<file path="src/rtl/subbytes_sched.sv">
// subbytes_sched: shares one external 4-lane S-box slice between the cipher
// state (four 32-bit beats) and the key-expansion SubWord (one beat).
// Arbitration is per cycle, so a key word can slip between state beats.
// Optional build macro SUBBYTES_SCHED_RR_EN: round-robin between key and
// state on contested cycles instead of fixed key priority.
//
//   state   | meaning
//   --------+---------------------------------------------------------
//   IDLE    | no state job; first state beat (lane 0) may be granted
//   ST_BEAT | state job running, beat counter k selects the next lane
module subbytes_sched (
   input  logic         clk,
   input  logic         rst,
   input  logic         st_req,
   input  logic [127:0] st_in,
   output logic         st_done,
   output logic [127:0] st_out,
   input  logic         kw_req,
   input  logic [31:0]  kw_in,
   output logic         kw_done,
   output logic [31:0]  kw_out,
   output logic         busy,
   output logic [31:0]  sb_in,
   input  logic [31:0]  sb_out
);

   typedef enum logic {
      IDLE    = 1'b0,
      ST_BEAT = 1'b1
   } state_t;

   state_t      state;
   logic [1:0]  k;
   logic        key_cand;
   logic        st_cand;
   logic        key_gnt;
   logic        st_gnt;
   logic [31:0] st_lane;

`ifdef SUBBYTES_SCHED_RR_EN
   // 1: key wins the next contested cycle, 0: state wins it
   logic        rr_key;
`endif

   // Candidates and grant; done pulses act as acknowledges, masking the
   // request they answer, which also keeps the key from holding the slice
   // on two consecutive cycles.
   always_comb begin
      key_cand = kw_req & ~kw_done & ~rst;
      st_cand  = (((state == IDLE) & st_req & ~st_done) | (state == ST_BEAT)) & ~rst;
`ifdef SUBBYTES_SCHED_RR_EN
      key_gnt  = key_cand & (~st_cand | rr_key);
`else
      key_gnt  = key_cand;
`endif
      st_gnt   = st_cand & ~key_gnt;
   end

   // State lane for the current beat, most significant word first
   always_comb begin
      st_lane = st_in[127:96];
      case (k)
         2'd0: st_lane = st_in[127:96];
         2'd1: st_lane = st_in[95:64];
         2'd2: st_lane = st_in[63:32];
         2'd3: st_lane = st_in[31:0];
         default: st_lane = st_in[127:96];
      endcase
   end

   // Slice input follows the grant; idle slice sees zero
   always_comb begin
      sb_in = 32'h0;
      if (key_gnt)
         sb_in = kw_in;
      else if (st_gnt)
         sb_in = st_lane;
   end

   // FSM, beat counter, result capture and registered status outputs
   always_ff @(posedge clk) begin
      if (rst) begin
         state   <= IDLE;
         k       <= 2'd0;
         st_done <= 1'b0;
         st_out  <= 128'h0;
         kw_done <= 1'b0;
         kw_out  <= 32'h0;
         busy    <= 1'b0;
`ifdef SUBBYTES_SCHED_RR_EN
         rr_key  <= 1'b0;
`endif
      end else begin
         kw_done <= key_gnt;
         if (key_gnt)
            kw_out <= sb_out;

         st_done <= 1'b0;
         if (st_gnt) begin
            case (k)
               2'd0: st_out[127:96] <= sb_out;
               2'd1: st_out[95:64]  <= sb_out;
               2'd2: st_out[63:32]  <= sb_out;
               2'd3: st_out[31:0]   <= sb_out;
               default: st_out[127:96] <= sb_out;
            endcase
            k <= k + 2'd1;
            if (k == 2'd3) begin
               state   <= IDLE;
               st_done <= 1'b1;
            end else begin
               state   <= ST_BEAT;
            end
            // stays high through the done cycle
            busy <= 1'b1;
         end else begin
            busy <= (state == ST_BEAT);
         end

`ifdef SUBBYTES_SCHED_RR_EN
         // only contested cycles move the pointer, away from the winner
         if (key_cand & st_cand)
            rr_key <= st_gnt;
`endif
      end
   end

endmodule
</file>
<file path="config.mk">
export PLATFORM = sky130hd
export DESIGN_NAME = subbytes_sched
export DESIGN_NICKNAME = d
export VERILOG_FILES = /design/src/rtl/subbytes_sched.sv
export SDC_FILE = /design/constraint.sdc
export NUM_CORES = 1
export LEC_CHECK = 0
export CELL_PAD_IN_SITES_DETAIL_PLACEMENT = 0
export CELL_PAD_IN_SITES_GLOBAL_PLACEMENT = 1
export CORE_ASPECT_RATIO = 1.75
export CORE_MARGIN = 2
export CORE_UTILIZATION = 29
export CTS_CLUSTER_DIAMETER = 120
export DETAILED_ROUTE_END_ITERATION = 10
export GPL_TIMING_DRIVEN = 0
export PLACE_DENSITY = 0.95
export SETUP_SLACK_MARGIN = 0.4
export SLEW_MARGIN = 20
export SYNTH_ARGS = -nofsm -noshare
export SYNTH_HDL_FRONTEND = slang
export SYNTH_SLANG_ARGS = --single-unit
</file>
<file path="constraint.sdc">
create_clock -name clk -period 4.25 [get_ports clk]
set_clock_uncertainty 0.15 [all_clocks]
set_input_delay 1.0625 -clock clk [delete_from_list [all_inputs] [get_ports clk]]
set_output_delay 1.0625 -clock clk [all_outputs]
set_load 0.02 [all_outputs]
</file>
Yosys cells after proc, flatten, opt, wreduce, memory -nomap -nowiden
Index checks and enable logic that the tools add are counted.
{ "word_totals": {"mem_count": 0, "ram_bits": 0, "out_inout_bits": 195, "regBits": 166, "latchBits": 0, "elab_cells": 39, "mem_bits_ro": 0, "input_bits": 196} }
{ "op_classes": {"shift": 0, "n_lt_le_gt_ge": 0, "eq_ne": 3, "add_sub_neg": 1, "bitwise": 13, "mul": 0, "n_mux": 6, "div": 0, "n_reduce_logical": 6} }
{ "ops": {"columns": ["cell", "n"], "rows": [
  ["32-bit case mux with 4 select lines", 1],
  ["32-bit two-way mux", 2],
  ["2-bit AND reduction", 4],
  ["1-bit bitwise AND", 6],
  ["1-bit NOT", 6],
  ["2-bit == test (second input constant)", 2],
  ["1-bit two-way mux", 3],
  ["2-bit by 1-bit adder with 2-bit output (second input constant)", 1],
  ["2-bit by 1-bit == test with 1-bit output (second input constant)", 1],
  ["2-bit zero test", 1],
  ["2-bit OR reduction", 1],
  ["1-bit bitwise OR", 1]
]} }

Depth between registers and ports, before layout
{ "logic_depth": {"depth_word": 8, "mapped_depth": 8, "mapped_depth_nobuf": 6} }

Worst setup path before layout
OpenSTA, ideal clock, no wires.
{ "synth_path": {"path_type": "input to output", "startpoint": "input st_req", "endpoint": "output sb_in[24]", "slack_ps": 998, "stages": 6, "arrival_time_ps": 2040, "path_cell_list": "nor2b_1 -> buf_6 -> o211a_1 -> buf_6 -> buf_6 -> a22o_1"} }
{ "synth_via": {"elab_chain_cells": 7} }
{ "synth_lines": {"columns": ["item", "line", "rtl"], "rows": [
  ["start: declaration", "14", "input logic st_req,"],
  ["1-bit bitwise AND (2 in series)", "50", "st_cand = (((state == IDLE) & st_req & ~st_done) | (state == ST_BEAT)) & ~rst;"],
  ["1-bit bitwise OR", "50", null],
  ["1-bit bitwise AND", "50", null],
  ["1-bit bitwise AND", "56", "st_gnt = st_cand & ~key_gnt;"],
  ["32-bit two-way mux", "76", "else if (st_gnt)"],
  ["32-bit two-way mux", "74", "if (key_gnt)"],
  ["end: declaration", "23", "output logic [31:0] sb_in,"]
]} }
No other way between the ends.

Worst setup path in the final report
{ "layout_path": {"startpoint": "input kw_req", "endpoint": "output sb_in[21]"} }
{ "layout_via": {"elab_chain_cells": 6} }
{ "layout_lines": {"columns": ["item", "line", "rtl"], "rows": [
  ["start: declaration", "18", "input logic kw_req,"],
  ["1-bit bitwise AND (*) (2 in series)", "49", "key_cand = kw_req & ~kw_done & ~rst;"],
  ["1-bit NOT", "56", null],
  ["1-bit bitwise AND", "56", null],
  ["32-bit two-way mux", "76", null],
  ["32-bit two-way mux (*)", "74", null]
]} }
Mark *: on every way between the ends. The rest lies on a longest branch, timed or not.

==> summary.md <==
| Metric | Value |
|---|---|
| Setup violators final | `0` |
| Post-route setup slack | `0.4564 ns` |
| Port Buffer Count | `389` |
| Mapped Nets | `1,051` |
| Critical Path Source Type | `input pin` |
| First-pass DRT Iterations | `6` |
| Most common cell after layout, fill and taps aside | `clkdlybuf4s50_1` |
| Int Pwr | `2.962 mW` |
| Setup crit end kind | `primary output` |
| WP depth | `8` |
| Worst EP required | `3.04 ns` |
| First-pass GRT wire length | `46,570 um` |
| Min Tclk post-route | `3.794 ns` |
| TritonCTS clock tree | `done` |
| Maxcap violations | `0` |
| Clock Latency Late Sink | `0.41 ns` |
| Starting DRT DRC Count | `314` |
| Via count | `7,820` |
| Crit path max-delay family | `buffers and inverters` |
| Clk buf depth | `2` |
| Gpl congestion | `0.8931` |
| RSZ-0062 raised after global routing | `false` |
| VDD IR-drop max | `0.3442 mV` |
| Clock Power Share | `0.380` |
| Reg2Reg Setup Slack | `2.22 ns` |
| Register bit total from synthesis | `166` |
| DRC Markers | `0` |
| Placed cells | `1,547` |
| Pre-CTS setup slack | `-0.2775 ns` |
| Total GRT Usage | `0.2430` |
| Clock Pin Slew Worst Setup and Hold Paths | `0.06 ns` |
| CTS buffer count | `17` |
| WP data arrival | `2.58 ns` |
| PwrDens | `345.3 nW/um^2` |
| Cell Rows | `75` |
| Yosys warning count | `0` |
| Initial Util | `0.2931` |
| Final Max Slew Viols | `0` |
| Vert. Die Dim | `208.9 um` |
| Mean post-synth cell area | `8.186 um^2` |
| Total Power | `4.094 mW` |
| Library cells used by synthesis | `24` |
| Slowest CP cell | `clkdlybuf4s50_1` |
| Worst path cell trace | `clkdlybuf4s50_1, nand2b_1, buf_6, o211a_4, buf_12, buf_8, a22o_4, buf_6` |
| Die Wd | `121.1 um` |
| Final hold vios | `0` |
| Sequential area share after synthesis | `0.4776` |
| Hold Crit Depth | `2` |
| # H-tree levels | `4` |
| Largest net degree at the start of global routing | `17` |
| Layout cells sized above 1 | `0.1033` |
| WP buf/inv | `5` |
| Max frequency | `0.2636 GHz` |
| Final core utilization | `0.4994` |
| Worst-margin pin slew | `0.6811 ns` |
| Sink Count | `166` |
| Dpl hpwl | `24,480 um` |
| Post-synth EDFFs | `0` |
| Synthesized area | `6958 um^2` |
| Initial antenna violation count | `1` |
| DP Area | `11,240 um^2` |
| Post-Route WL | `31,910 um` |
| Most used cell, CP | `buf_6` |
| Fin crit share | `0.8926` |
| Non-Filler Instances | `1,587` |
| Status | `finished clean` |
| Vias/cell | `4.928` |
| NumNets Final | `1,466` |
| Routed Antenna Nets | `0` |
| Layout area overhead | `70.40%` |
| Async SR Flop Fraction | `0` |
| Global route overflow | `0` |
| Post-synthesis cell count | `850` |
| Worst Hold Class | `flip-flop to flip-flop` |
| Max incr delay on CP | `0.47 ns` |
| Die area | `25,300 um^2` |
| Vias in the first global route | `7,809` |
| Core footprint | `23,740 um^2` |
| Ports | `391` |
| Part of the power in registers | `0.400` |
| Worst r2r path cells | `8` |
| Wire per inst | `20.11 um` |
| Switching power | `1.132 mW` |
| CTS root buf | `clkbuf_16` |
| Max FO, Critical Path | `10` |
| Top_reg_cell synth | `dfxtp_1` |
| Switch share | `0.2765` |
| Design area | `11,860 um^2` |
| Cts-stage hold buffer count | `0` |
| Most frequent cells in the layout | `clkdlybuf4s50_1 (356), nand2_1 (258), a21oi_1 (192)` |
| Kind of critical path | `input pin to primary output` |
| Comb pwr share | `0.220` |
| Max_slew headroom | `0.5459` |
| Leak Pwr | `4.314 nW` |
-- power groups by stage --
stage | Combinational, mW | Clock [mW] | Sequential, mW
2_1_floorplan | 0.355 | 0 | 1.73
3_3_place_gp | 0.896 | 0 | 1.67
3_5_place_dp | 0.902 | 0 | 1.67
4_1_cts | 0.899 | 1.59 | 1.64
5_1_grt | 0.963 | 1.65 | 1.64
6_report | 0.902 | 1.56 | 1.64
-- worst reg2reg max path, cell delays in order, from the launching register on --
cell and delay, ns:
dfxtp_1 0.33, inv_1 0.13, ha_1 0.16, clkbuf_2 0.21, nor2b_2 0.23, o211a_1 0.30, buf_4 0.23, nand2_1 0.07
a21oi_1 0.14
-- kinds of logic (layout without fill, tap and decap cells) --
kind of cell | Yosys count | in the layout | share of synthesized area
and+or+nand+nor | 300 | 300 | 0.1777
AOI/OAI and AO/OA | 297 | 297 | 0.2692
DFF | 166 | 166 | 0.4776
buffers and inverters | 80 | 508 | 0.06384
adders and majority gates | 5 | 5 | 0.008991
xor gates and xnor gates | 1 | 1 | 0.001259
muxes | 1 | 1 | 0.001439
other | 0 | 1 | 0
-- metrics by stage --
stage                     hold WS [ns]  setup TNS (ns)
after detailed placement        0.2955          -4.147
final                           0.3031               0
after CTS                       0.3046               0
after global routing            0.3207               0
after global placement          0.2914          -3.899
after floorplan                 0.3827               0
-- cells in the mapped netlist (5+ instances only) --
cell type	number	area (um^2)
a21oi_1	192	960.9
a22o_1	64	560.5
a22oi_1	32	240.2
buf_2	23	115.1
buf_4	14	105.1
buf_6	8	90.09
clkbuf_1	29	108.9
dfxtp_1	166	3323
ha_1	5	62.56
nand2_1	258	968.4
nor2b_1	33	206.5
-- layout make-up --
type,count,area (um^2)
Buffer,76,466.7
Sequential cell,166,3323
Multi-Input combinational cell,604,3226
Fill cell,2359,11890
Timing Repair Buffer,396,3844
Clock buffer,22,474.2
Inverter,4,15.01
Clock inverter,10,120.1
Antenna cell,1,2.502
Tap cell,308,385.4
-- path summary, 6_finish.rpt --
kind                              endpoint        from
worst min register to register  st_out[82]  st_out[82]
worst max register to register  st_out[80]        k[1]
worst min-delay path            st_out[82]  st_out[82]
worst max-delay path             sb_in[21]      kw_req
-- state kept, by name (all words and copies together) (netlist names) --
name     count
kw_out      32
busy         1
st_done      1
k            2
st_out     128
kw_done      1
state        1
-- routing by layer --
metal  wire length (um)  GRT usage  up-vias  part of all wire
met5                  0          0        -                 0
met4               1053    0.09984        0             0.033
met3               2414    0.06741       54             0.076
met2              17840     0.4795      319              0.56
met1              10600     0.2261     3711              0.33
li1                   -          -     3736                 -
-- timing repair --
action | in CTS | in global routing
pin swaps | 2 | 1
gates resized for setup | 143 | 10
endpoints found under the setup margin | 32 | 22
gates cloned | 1 | 1
setup buffers | 5 | 0
Note: power is estimated with default switching activity, not from simulation.
